[config.mk]
export PLATFORM = sky130hd
export DESIGN_NAME = turn_signal_input_ctrl_flat
export DESIGN_NICKNAME = d
export VERILOG_FILES = /design/src/rtl/turn_signal_input_ctrl_if.sv /design/src/rtl/turn_signal_input_ctrl.sv /design/src/flat_wrapper.sv
export SDC_FILE = /design/constraint.sdc
export NUM_CORES = 1
export LEC_CHECK = 0
export ABC_AREA = 1
export CAP_MARGIN = 25
export CELL_PAD_IN_SITES_DETAIL_PLACEMENT = 1
export CELL_PAD_IN_SITES_GLOBAL_PLACEMENT = 2
export CORE_MARGIN = 1.5
export CORE_UTILIZATION = 41
export CTS_BUF_LIST = sky130_fd_sc_hd__clkbuf_4 sky130_fd_sc_hd__clkbuf_8 sky130_fd_sc_hd__clkbuf_16
export CTS_CLUSTER_SIZE = 28
export DETAILED_ROUTE_END_ITERATION = 16
export PLACE_DENSITY = 0.91
export RECOVER_POWER = 25
export SLEW_MARGIN = 25
export SYNTH_ARGS = -nofsm -noshare
export SYNTH_HDL_FRONTEND = slang
export SYNTH_SLANG_ARGS = --single-unit
[constraint.sdc]
create_clock -name Clk -period 4.45 [get_ports Clk]
set_clock_uncertainty 0.15 [all_clocks]
set_input_delay 0.89 -clock Clk [delete_from_list [all_inputs] [get_ports Clk]]
set_output_delay 0.89 -clock Clk [all_outputs]
set_load 0.01 [all_outputs]
[src/rtl/turn_signal_input_ctrl_if.sv]
// ---------------------------------------------------------------------------
// turn_signal_input_ctrl_if
// Groups the turn-stalk button inputs and the request/tick outputs that
// connect the input conditioner to its environment.
//   btn_left   raw left button, asynchronous, bouncy, 1 = pressed
//   btn_right  raw right button, asynchronous, bouncy, 1 = pressed
//   left_req   1 while left signalling is requested
//   right_req  1 while right signalling is requested
//   seq_tick   one-clock step enable for the tail-light sequencer
// Modports:
//   master  drives the buttons and observes the conditioned outputs
//   slave   the conditioner itself (turn_signal_input_ctrl)
// ---------------------------------------------------------------------------
`timescale 1ns/1ps
interface turn_signal_input_ctrl_if;
  logic btn_left;
  logic btn_right;
  logic left_req;
  logic right_req;
  logic seq_tick;

  modport master (
    output btn_left,
    output btn_right,
    input  left_req,
    input  right_req,
    input  seq_tick
  );

  modport slave (
    input  btn_left,
    input  btn_right,
    output left_req,
    output right_req,
    output seq_tick
  );
endinterface

[src/rtl/turn_signal_input_ctrl.sv]
// ---------------------------------------------------------------------------
// turn_signal_input_ctrl
// Upstream stage of the tail-light sequencer. Each raw turn-stalk button is
// synchronised (2 flops) and debounced; a debounced rising edge becomes a
// one-clock press pulse that toggles a mutually exclusive left/right request.
// While a request is active a divider emits a one-clock seq_tick every
// TICK_DIV clocks.
// Ports:
//   Clk    in  system clock, all logic on posedge
//   Reset  in  asynchronous, active-high reset
//   bus    slave modport of turn_signal_input_ctrl_if
//          (btn_left, btn_right in; left_req, right_req, seq_tick out)
// Parameters:
//   DEB_CYCLES     stable clocks required before a debounced level changes
//   TICK_DIV       clocks per seq_tick period while a request is active
//   TIMEOUT_TICKS  seq_ticks before auto-cancel (AUTO_CANCEL_EN only)
// Optional feature macro: AUTO_CANCEL_EN
//   defined   -> request auto-cancels after TIMEOUT_TICKS seq_ticks
//   undefined -> request persists until cancelled by a button
// ---------------------------------------------------------------------------
`timescale 1ns/1ps
module turn_signal_input_ctrl #(
  parameter int DEB_CYCLES    = 1000000,
  parameter int TICK_DIV      = 33554432,
  parameter int TIMEOUT_TICKS = 30
) (
  input  logic                     Clk,
  input  logic                     Reset,
  turn_signal_input_ctrl_if.slave  bus
);

  localparam int DEB_W = $clog2(DEB_CYCLES);
  localparam int DIV_W = $clog2(TICK_DIV);
  localparam logic [DEB_W-1:0] DEB_LAST = DEB_W'(DEB_CYCLES - 1);
  localparam logic [DIV_W-1:0] DIV_LAST = DIV_W'(TICK_DIV - 1);

  if (DEB_CYCLES < 2 || TICK_DIV < 2 || TIMEOUT_TICKS < 2) begin : g_param_check
    $error("turn_signal_input_ctrl: all parameters must be >= 2");
  end

  typedef enum logic [1:0] {
    IDLE     = 2'd0,
    LEFT_ON  = 2'd1,
    RIGHT_ON = 2'd2
  } state_t;

  state_t state, next_state;

  // Bit 0 = left, bit 1 = right throughout the conditioning path.
  logic [1:0]       btn_raw;
  logic [1:0]       sync_s1, sync_s2;
  logic [1:0]       deb, deb_d, press;
  logic [DEB_W-1:0] deb_cnt [2];
  logic [DIV_W-1:0] div_cnt;
  logic             seq_tick_r;
  logic             go_left, go_right;
  logic             timeout;
  logic             left_on, right_on;

  assign btn_raw = {bus.btn_right, bus.btn_left};

  // Stage: two-flop synchroniser
  always_ff @(posedge Clk or posedge Reset) begin
    if (Reset) begin
      sync_s1 <= '0;
      sync_s2 <= '0;
    end else begin
      sync_s1 <= btn_raw;
      sync_s2 <= sync_s1;
    end
  end

  // Stage: debounce and press-edge detection
  always_ff @(posedge Clk or posedge Reset) begin
    if (Reset) begin
      deb        <= '0;
      deb_d      <= '0;
      press      <= '0;
      deb_cnt[0] <= '0;
      deb_cnt[1] <= '0;
    end else begin
      for (int i = 0; i < 2; i++) begin
        if (sync_s2[i] == deb[i]) begin
          deb_cnt[i] <= '0;
        end else if (deb_cnt[i] == DEB_LAST) begin
          deb[i]     <= sync_s2[i];
          deb_cnt[i] <= '0;
        end else begin
          deb_cnt[i] <= deb_cnt[i] + DEB_W'(1);
        end
      end
      deb_d <= deb;
      press <= deb & ~deb_d;
    end
  end

  // A press on both buttons in the same clock is discarded.
  assign go_left  = press[0] & ~press[1];
  assign go_right = press[1] & ~press[0];

  // Stage: request FSM - state register
  always_ff @(posedge Clk or posedge Reset) begin
    if (Reset) begin
      state <= IDLE;
    end else begin
      state <= next_state;
    end
  end

  // Next-state logic; a press always wins over an auto-cancel timeout.
  always_comb begin
    next_state = state;
    case (state)
      IDLE: begin
        if (go_left)       next_state = LEFT_ON;
        else if (go_right) next_state = RIGHT_ON;
      end
      LEFT_ON: begin
        if (go_left)       next_state = IDLE;
        else if (go_right) next_state = RIGHT_ON;
        else if (timeout)  next_state = IDLE;
      end
      RIGHT_ON: begin
        if (go_right)      next_state = IDLE;
        else if (go_left)  next_state = LEFT_ON;
        else if (timeout)  next_state = IDLE;
      end
      default: next_state = IDLE;
    endcase
  end

  // Output decode of the state register.
  always_comb begin
    left_on  = 1'b0;
    right_on = 1'b0;
    case (state)
      LEFT_ON:  left_on  = 1'b1;
      RIGHT_ON: right_on = 1'b1;
      default:  ;
    endcase
  end

  // Stage: tick divider. Restarting on every state change makes the first
  // tick land exactly TICK_DIV clocks after entering a request state; a tick
  // that would coincide with the change is dropped.
  always_ff @(posedge Clk or posedge Reset) begin
    if (Reset) begin
      div_cnt    <= '0;
      seq_tick_r <= 1'b0;
    end else if (state == IDLE || next_state != state) begin
      div_cnt    <= '0;
      seq_tick_r <= 1'b0;
    end else if (div_cnt == DIV_LAST) begin
      div_cnt    <= '0;
      seq_tick_r <= 1'b1;
    end else begin
      div_cnt    <= div_cnt + DIV_W'(1);
      seq_tick_r <= 1'b0;
    end
  end

`ifdef AUTO_CANCEL_EN
  localparam int TO_W = $clog2(TIMEOUT_TICKS);
  localparam logic [TO_W-1:0] TO_LAST = TO_W'(TIMEOUT_TICKS - 1);

  logic [TO_W-1:0] tick_cnt;

  // Counts emitted ticks; the TIMEOUT_TICKS-th tick is still seen by the
  // sequencer and the request drops on the following clock.
  always_ff @(posedge Clk or posedge Reset) begin
    if (Reset) begin
      tick_cnt <= '0;
    end else if (state == IDLE || next_state != state) begin
      tick_cnt <= '0;
    end else if (seq_tick_r) begin
      tick_cnt <= tick_cnt + TO_W'(1);
    end
  end

  assign timeout = seq_tick_r && (tick_cnt == TO_LAST);
`else
  assign timeout = 1'b0;
`endif

  assign bus.left_req  = left_on;
  assign bus.right_req = right_on;
  assign bus.seq_tick  = seq_tick_r;

endmodule

[src/flat_wrapper.sv]
// flat-port wrapper written by rule: the top's interface ports become plain ports
module turn_signal_input_ctrl_flat 
#(
  parameter int DEB_CYCLES    = 1000000,
  parameter int TICK_DIV      = 33554432,
  parameter int TIMEOUT_TICKS = 30
)
  (Clk, Reset, bus_btn_left, bus_btn_right, bus_left_req, bus_right_req, bus_seq_tick);
  turn_signal_input_ctrl_if bus_i ();
  input  logic Clk;
  input  logic Reset;
  input wire logic [$bits(bus_i.btn_left)-1:0] bus_btn_left;
  input wire logic [$bits(bus_i.btn_right)-1:0] bus_btn_right;
  output wire logic [$bits(bus_i.left_req)-1:0] bus_left_req;
  output wire logic [$bits(bus_i.right_req)-1:0] bus_right_req;
  output wire logic [$bits(bus_i.seq_tick)-1:0] bus_seq_tick;
  assign bus_i.btn_left = bus_btn_left;
  assign bus_i.btn_right = bus_btn_right;
  assign bus_left_req = bus_i.left_req;
  assign bus_right_req = bus_i.right_req;
  assign bus_seq_tick = bus_i.seq_tick;
  turn_signal_input_ctrl #(.DEB_CYCLES(DEB_CYCLES), .TICK_DIV(TICK_DIV), .TIMEOUT_TICKS(TIMEOUT_TICKS)) u_core (.Clk(Clk), .Reset(Reset), .bus(bus_i));
endmodule
==> results of run 1 <==
## area by class of cell
class	count	area (um^2)
clock buffers	10	138
clock inverters	6	115
fillers	1168	4850
inverters	54	204
multi-input cells	368	1820
flip-flops and latches	78	1950
well taps	129	161
repair buffers	8	87.6
## layer usage
layer  routed length (um)  up-vias  share of wire, %  global-route usage [%]
li1                     -     1600                 -                       -
met1                 4200     1497                47                    23.8
met2                 4390       17                49                    34.6
met3                  196        7               2.2                    5.38
met4                   81        0              0.91                    4.17
met5                    0        -                 0                       0
## sequential cells by signal, summed over array words and instances (netlist names)
register and flops:
u_core.state 2, u_core.sync_s2 2, u_core.deb 2, u_core.press 2
u_core.bus.seq_tick 1, u_core.deb_cnt 40, u_core.deb_d 2, u_core.div_cnt 25
u_core.sync_s1 2
## cells by family after synthesis
family | count (synthesis) | share of synthesized area (%)
AND/OR/NAND/NOR | 313 | 34.6
flip-flops | 78 | 48.8
XOR/XNOR | 35 | 7.66
buffers and inverters | 56 | 5.69
adder cells (fa/ha/maj) | 3 | 0.938
AO/OA/AOI/OAI | 17 | 2.28
## how the worst min path moves through the flow
stage,from,endpoint,slack (ns),cells past startpoint
after global routing,u_core.sync_s1[1],u_core.sync_s2[1],0.20,0
after CTS,u_core.sync_s1[1],u_core.sync_s2[1],0.20,0
final,u_core.sync_s1[1],u_core.sync_s2[1],0.19,0
after floorplan,u_core.sync_s1[0],u_core.sync_s2[0],0.18,0
after global placement,u_core.sync_s1[1],u_core.sync_s2[1],0.19,0
after detailed placement,u_core.sync_s1[1],u_core.sync_s2[1],0.19,0
## layout by cell type, fill, tap and decap left out, types with 4 or more instances in the layout
cell type and instances:
nand2_1 107, o21ai_0 5, nor3_1 6, a21oi_1 8, nor3b_1 5, xnor2_1 10
nor2_1 121, nand2_2 4, nand4_1 6, inv_1 49, xor2_1 25, nand3b_1 4
nand3_1 35, clkbuf_8 10, dfrtp_1 78, inv_2 4, nor2_2 15
## through the flow
step	setup WS, ns	instances	util [%]	hold slack [ns]	instance area (um^2)
final	1.94	653	48.0	0.193	4480
after global routing	1.84	653	48.0	0.204	4480
after CTS	1.91	653	48.0	0.197	4480
after detailed placement	2.27	637	45.3	0.186	4230
after global placement	1.95	636	45.1	0.186	4210
after floorplan	1.41	502	-	0.181	4000
## power by group
part | switching [mW] | internal, mW | total [mW]
Combinational | 0.0276 | 0.00975 | 0.0373
Clock | 0.281 | 0.392 | 0.673
Sequential | 0.00452 | 0.714 | 0.719
Total | 0.314 | 1.12 | 1.43
## critical path, stage by stage (launching register included)
cell and delay (ns):
dfrtp_1 0.38, inv_1 0.07, nand2_1 0.06, inv_1 0.07, clkdlybuf4s50_1 0.53
==> reports/qor.csv, run 1 <==
stage,metric,value,unit
route,DR WL/cell,13.6,um
clock_tree,hold_buf cts,0,
run_status,failing checks,"max-capacitance violations, max-slew violations",
grt,initial antenna violation count,0,
floorplan,Die Ht,102,um
critical_path,cell count of the worst reg-to-reg path,8,
clock_tree,Clock Path Buffers,2,
yosys,#FFs+latches synth,78,
critical_path,Critical path destination,bus_left_req,
place,RePlAce Congestion,0.787,
place,DPL Wire Length,6630,um
place,Port Buffer Count,6,
clock_tree,Root Driver,clkbuf_8,
clock_tree,total CTS buffers,9,
yosys,post-synthesis sequential area ratio,48.8,%
worst_hold_path,HP Class,flop to flop,
timing,final setup vio count,0,
timing,final hold violation count,0,
critical_path,Worst Path Required,3.41,ns
grt,total track usage,19.6,%
yosys,Most used DFF post-synth,dfrtp_1,
floorplan,Placeable Area,0.00933,mm^2
grt,pin count of the biggest net entering global routing,34,
route,Vias,3121,
critical_path,Crit. Startpoint,u_core.state[1],
yosys,"Distinct cells, synth",29,
finish,area delta synth->final,11.9,%
finish,nets@finish,526,
timing,worst-margin pin slew,1.53,ns
yosys,post-synth top area cell,dfrtp_1,
critical_path,endpoint of the worst-slack reg-to-reg timing path,u_core.div_cnt[15],
floorplan,starting density of the core,42.9,%
critical_path,Setup crit start kind,flop,
clock_tree,Num Clock Sinks,78,
yosys,Post-Syn Nets,509,
critical_path,Max Fanout on Critical Path,2,
timing,setup TNS,0,ns
critical_path,crit end category,output pin,
yosys,Avg Inst Size Synth,7.97,um^2
timing,min Tclk post-route,2.51,ns
yosys,Synth Cell Area,0.00400,mm^2
floorplan,full die area,0.0104,mm^2
timing,crit share post-route,56.3,%
route,# DRC,0,
grt,global-route wire length before repair,15700,um
yosys,synth top area cells,"dfrtp_1 49%, nor2_1 11%, nand2_1 10%",
yosys,Cells after Synth,502,
route,First-pass DRT Iterations,4,
clock_tree,H-tree levels,3,
clock_tree,Post CTS Setup Buffer Count,0,
grt,global route overflow,0,
finish,share of cells above drive strength 1,9.73,%
yosys,"EDFF count, synth",0,
route,vias per cell,4.78,
clock_tree,TritonCTS clock tree,done,
critical_path,flop-to-flop setup slack,2.52,ns
critical_path,Critical Path AT,1.47,ns
yosys,async set-or-reset flop fraction in the synthesized netlist,100,%
yosys,Synth top cells by count,"120 x nor2_1, 107 x nand2_1, 78 x dfrtp_1, 50 x inv_1, 35 x nand3_1",
yosys,top-count cell post-synth,nor2_1,
grt,vias in the first global route,3369,
yosys,synth warn,0,
clock_tree,Clock Latency Late Sink,0.36,ns
pwr,Power Total,1.43,mW
pwr,Pwr Density,319,mW/mm^2
pwr,Leak,1.85,nW
route,Detail Route Antenna Nets,0,
floorplan,Top Ports,7,
route,DRT iter0 DRCs,79,
critical_path,WS Path Type,flop to output pin,
pwr,maximum VDD drop,225,uV
job,Max Cap Viol,1,
timing,Pins Over Slew Limit,33,
floorplan,Rows,35,
clock_tree,CTS resizes,0,
yosys,Yosys top cell area share,48.8,%
clock_tree,Clock Pin Slew Worst Setup and Hold Paths,0.09,ns
timing,Slew headroom,-2.47,%
run_status,outcome,"finished, violations left",
timing,f_max,399,MHz
floorplan,Die X,102,um
route,overall routed net length,8870,um
timing,RSZ-0062 raised after global routing,no,
critical_path,RR Startpoint,u_core.div_cnt[0],
finish,Antenna Diode Count,0,
(Power assumes the default switching activity.)
==> run 2, diff against run 1 <==
--- a/config.mk
+++ b/config.mk
@@ -10,11 +10,11 @@
 export CELL_PAD_IN_SITES_DETAIL_PLACEMENT = 1
 export CELL_PAD_IN_SITES_GLOBAL_PLACEMENT = 2
 export CORE_MARGIN = 1.5
-export CORE_UTILIZATION = 41
+export CORE_UTILIZATION = 38
 export CTS_BUF_LIST = sky130_fd_sc_hd__clkbuf_4 sky130_fd_sc_hd__clkbuf_8 sky130_fd_sc_hd__clkbuf_16
 export CTS_CLUSTER_SIZE = 28
 export DETAILED_ROUTE_END_ITERATION = 16
-export PLACE_DENSITY = 0.91
+export PLACE_DENSITY = 0.85
 export RECOVER_POWER = 25
 export SLEW_MARGIN = 25
 export SYNTH_ARGS = -nofsm -noshare
==> constraint.sdc (replaced) <==
create_clock -name Clk -period 2.5 [get_ports Clk]
set_clock_uncertainty 0.15 [all_clocks]
set_input_delay 0.5 -clock Clk [delete_from_list [all_inputs] [get_ports Clk]]
set_output_delay 0.5 -clock Clk [all_outputs]
set_load 0.01 [all_outputs]
==> reports/qor.csv, run 2 (synthesized netlist as in run 1, its figures left out) <==
stage,metric,value,unit,change
route,DRT iter0 DRCs,82,,+3.8%
place,Port Buffer Count,6,,unchanged
clock_tree,Num Clock Sinks,78,,unchanged
route,overall routed net length,9010,um,+1.7%
timing,Final WS setup,0.377,ns,-1.57 ns
critical_path,worst path cell trace,nor2_1 > clkdlybuf4s50_1,,
clock_tree,H-tree levels,3,,unchanged
place,DPL Wire Length,6750,um,+1.8%
clock_tree,Post CTS Setup Buffer Count,0,,unchanged
critical_path,crit end category,output pin,,
place,Setup WS pre-CTS,0.633,ns,-1.63 ns
critical_path,Critical Path AT,1.47,ns,about the same
finish,area delta synth->final,12.7,%,
critical_path,Worst path max stage delay,0.56,ns,+0.03 ns
grt,global route overflow,0,,unchanged
clock_tree,CTS resizes,0,,unchanged
critical_path,WS Path Type,flop to output pin,,
clock_tree,Clock Latency Late Sink,0.35,ns,about the same
finish,Top reg by flops,u_core.deb_cnt,,
floorplan,Die X,106,um,+3.8%
floorplan,full die area,0.0112,mm^2,+7.7%
clock_tree,Root Driver,clkbuf_8,,
finish,nets@finish,527,,+0.19%
critical_path,slowest CP cell,clkdlybuf4s50_1,,
finish,Antenna Diode Count,0,,unchanged
timing,final hold violation count,0,,unchanged
timing,setup TNS,0,ns,unchanged
critical_path,Setup crit start kind,flop,,
timing,crit share post-route,84.9,%,
critical_path,Max Fanout on Critical Path,3,,+1
route,vias per cell,4.75,,-0.61%
timing,RSZ-0062 raised after global routing,no,,
finish,max reg flops,40,,unchanged
grt,pin count of the biggest net entering global routing,31,,-8.8%
timing,min Tclk post-route,2.12,ns,
place,RePlAce Congestion,0.766,,-2.7%
timing,final setup vio count,0,,unchanged
timing,Pins Over Slew Limit,0,,-100%
pwr,Pwr Density,580,mW/mm^2,+82%
finish,share of cells above drive strength 1,10.1,%,+0.36 points
floorplan,Rows,37,,+5.7%
grt,global-route wire length before repair,16400,um,+4.5%
pwr,Leak,1.87,nW,+0.57%
clock_tree,total CTS buffers,9,,unchanged
route,Vias,3140,,+0.61%
timing,f_max,471,MHz,
finish,final std cells w/o fill,661,,+1.2%
route,First-pass DRT Iterations,6,,+2
timing,Slew headroom,44.2,%,+47 points
grt,initial antenna violation count,0,,unchanged
grt,total track usage,18.4,%,-1.1 points
finish,"most common cell after layout, fill and taps aside",nor2_1,,
floorplan,Die Ht,106,um,+3.8%
clock_tree,hold_buf cts,0,,unchanged
run_status,outcome,"complete, no violations",,
job,Max Cap Viol,0,,-1
finish,Filler cells,1286,,+10%
pwr,maximum VDD drop,389,uV,+73%
floorplan,Top Ports,7,,unchanged
clock_tree,Clock Pin Slew Worst Setup and Hold Paths,0.09,ns,about the same
finish,"commonest non-fill, non-tap cells in the layout","120 x nor2_1, 107 x nand2_1, 78 x dfrtp_1",,
grt,vias in the first global route,3494,,+3.7%
route,# DRC,0,,unchanged
timing,worst-margin pin slew,0.833,ns,-0.696 ns
place,Cells after DPL,645,,+1.3%
pwr,Power Total,2.62,mW,+83%
floorplan,Placeable Area,0.0103,mm^2,+10%
clock_tree,Clock Path Buffers,2,,unchanged
route,DR WL/cell,13.6,um,+0.44%
clock_tree,TritonCTS clock tree,done,,
route,Detail Route Antenna Nets,0,,unchanged
worst_hold_path,HP Class,flop to flop,,
floorplan,starting density of the core,38.9,%,-4.0 points
finish,Util after Layout,43.9,%,-4.1 points
critical_path,Worst Path Required,1.85,ns,-1.56 ns
finish,largest registers,"u_core.deb_cnt: 40 flops, u_core.div_cnt: 25 flops",,
==> run 2: report_power, final <==
part	total, mW	switching, mW	internal (mW)
clock	1.27	0.503	0.770
sequential	1.28	0.00783	1.27
combinational	0.0655	0.0480	0.0175
total	2.62	0.558	2.06
==> run 2: metrics by stage <==
step / hold WS, ns / cell area (um^2)
detailed placement: 0.199 / 4260
global route: 0.235 / 4510
floorplan: 0.181 / 4000
CTS: 0.213 / 4530
global placement: 0.187 / 4260
finish: 0.207 / 4510
==> run 2: layer usage <==
metal | part of all wire [%] | vias to the layer above | GRT usage [%]
met1 | 48 | 1512 | 23.1
met3 | 2.1 | 8 | 2.78
li1 | - | 1592 | -
met4 | 1.2 | 0 | 6.66
met2 | 49 | 28 | 32.2
met5 | 0 | - | 0
==> run 2: critical path, delay by kind of cell (launching register included) <==
kind / cells / cell delay [ns]
buffers and inverters: 1 / 0.56
AND/OR/NAND/NOR: 1 / 0.16
flip-flops: 1 / 0.41
==> run 2: worst paths after layout <==
| check | slack, ns | startpoint | endpoint | cells after the start |
|---|---|---|---|---|
| min | 0.21 | u_core.sync_s1[1] | u_core.sync_s2[1] | 0 |
| max | 0.38 | u_core.state[0] | bus_right_req | 2 |
| min in group asynchronous | 0.56 | Reset | u_core.deb_cnt[13] | 2 |
| max reg2reg | 0.62 | u_core.div_cnt[0] | u_core.div_cnt[10] | 8 |
| min reg2reg | 0.21 | u_core.sync_s1[1] | u_core.sync_s2[1] | 0 |
| max in group asynchronous | 0.62 | Reset | u_core.div_cnt[10] | 3 |
==> run 2: cell type report <==
type / instances / area (um^2) / share of cell area [%]
Multi-Input combinational cell: 368 / 1820 / 40.4
Inverter: 54 / 204 / 4.52
Sequential cell: 78 / 1950 / 43.3
Tap cell: 136 / 170 / 3.77
Clock buffer: 9 / 124 / 2.75
Clock inverter: 7 / 145 / 3.22
Timing Repair Buffer: 9 / 92.6 / 2.05
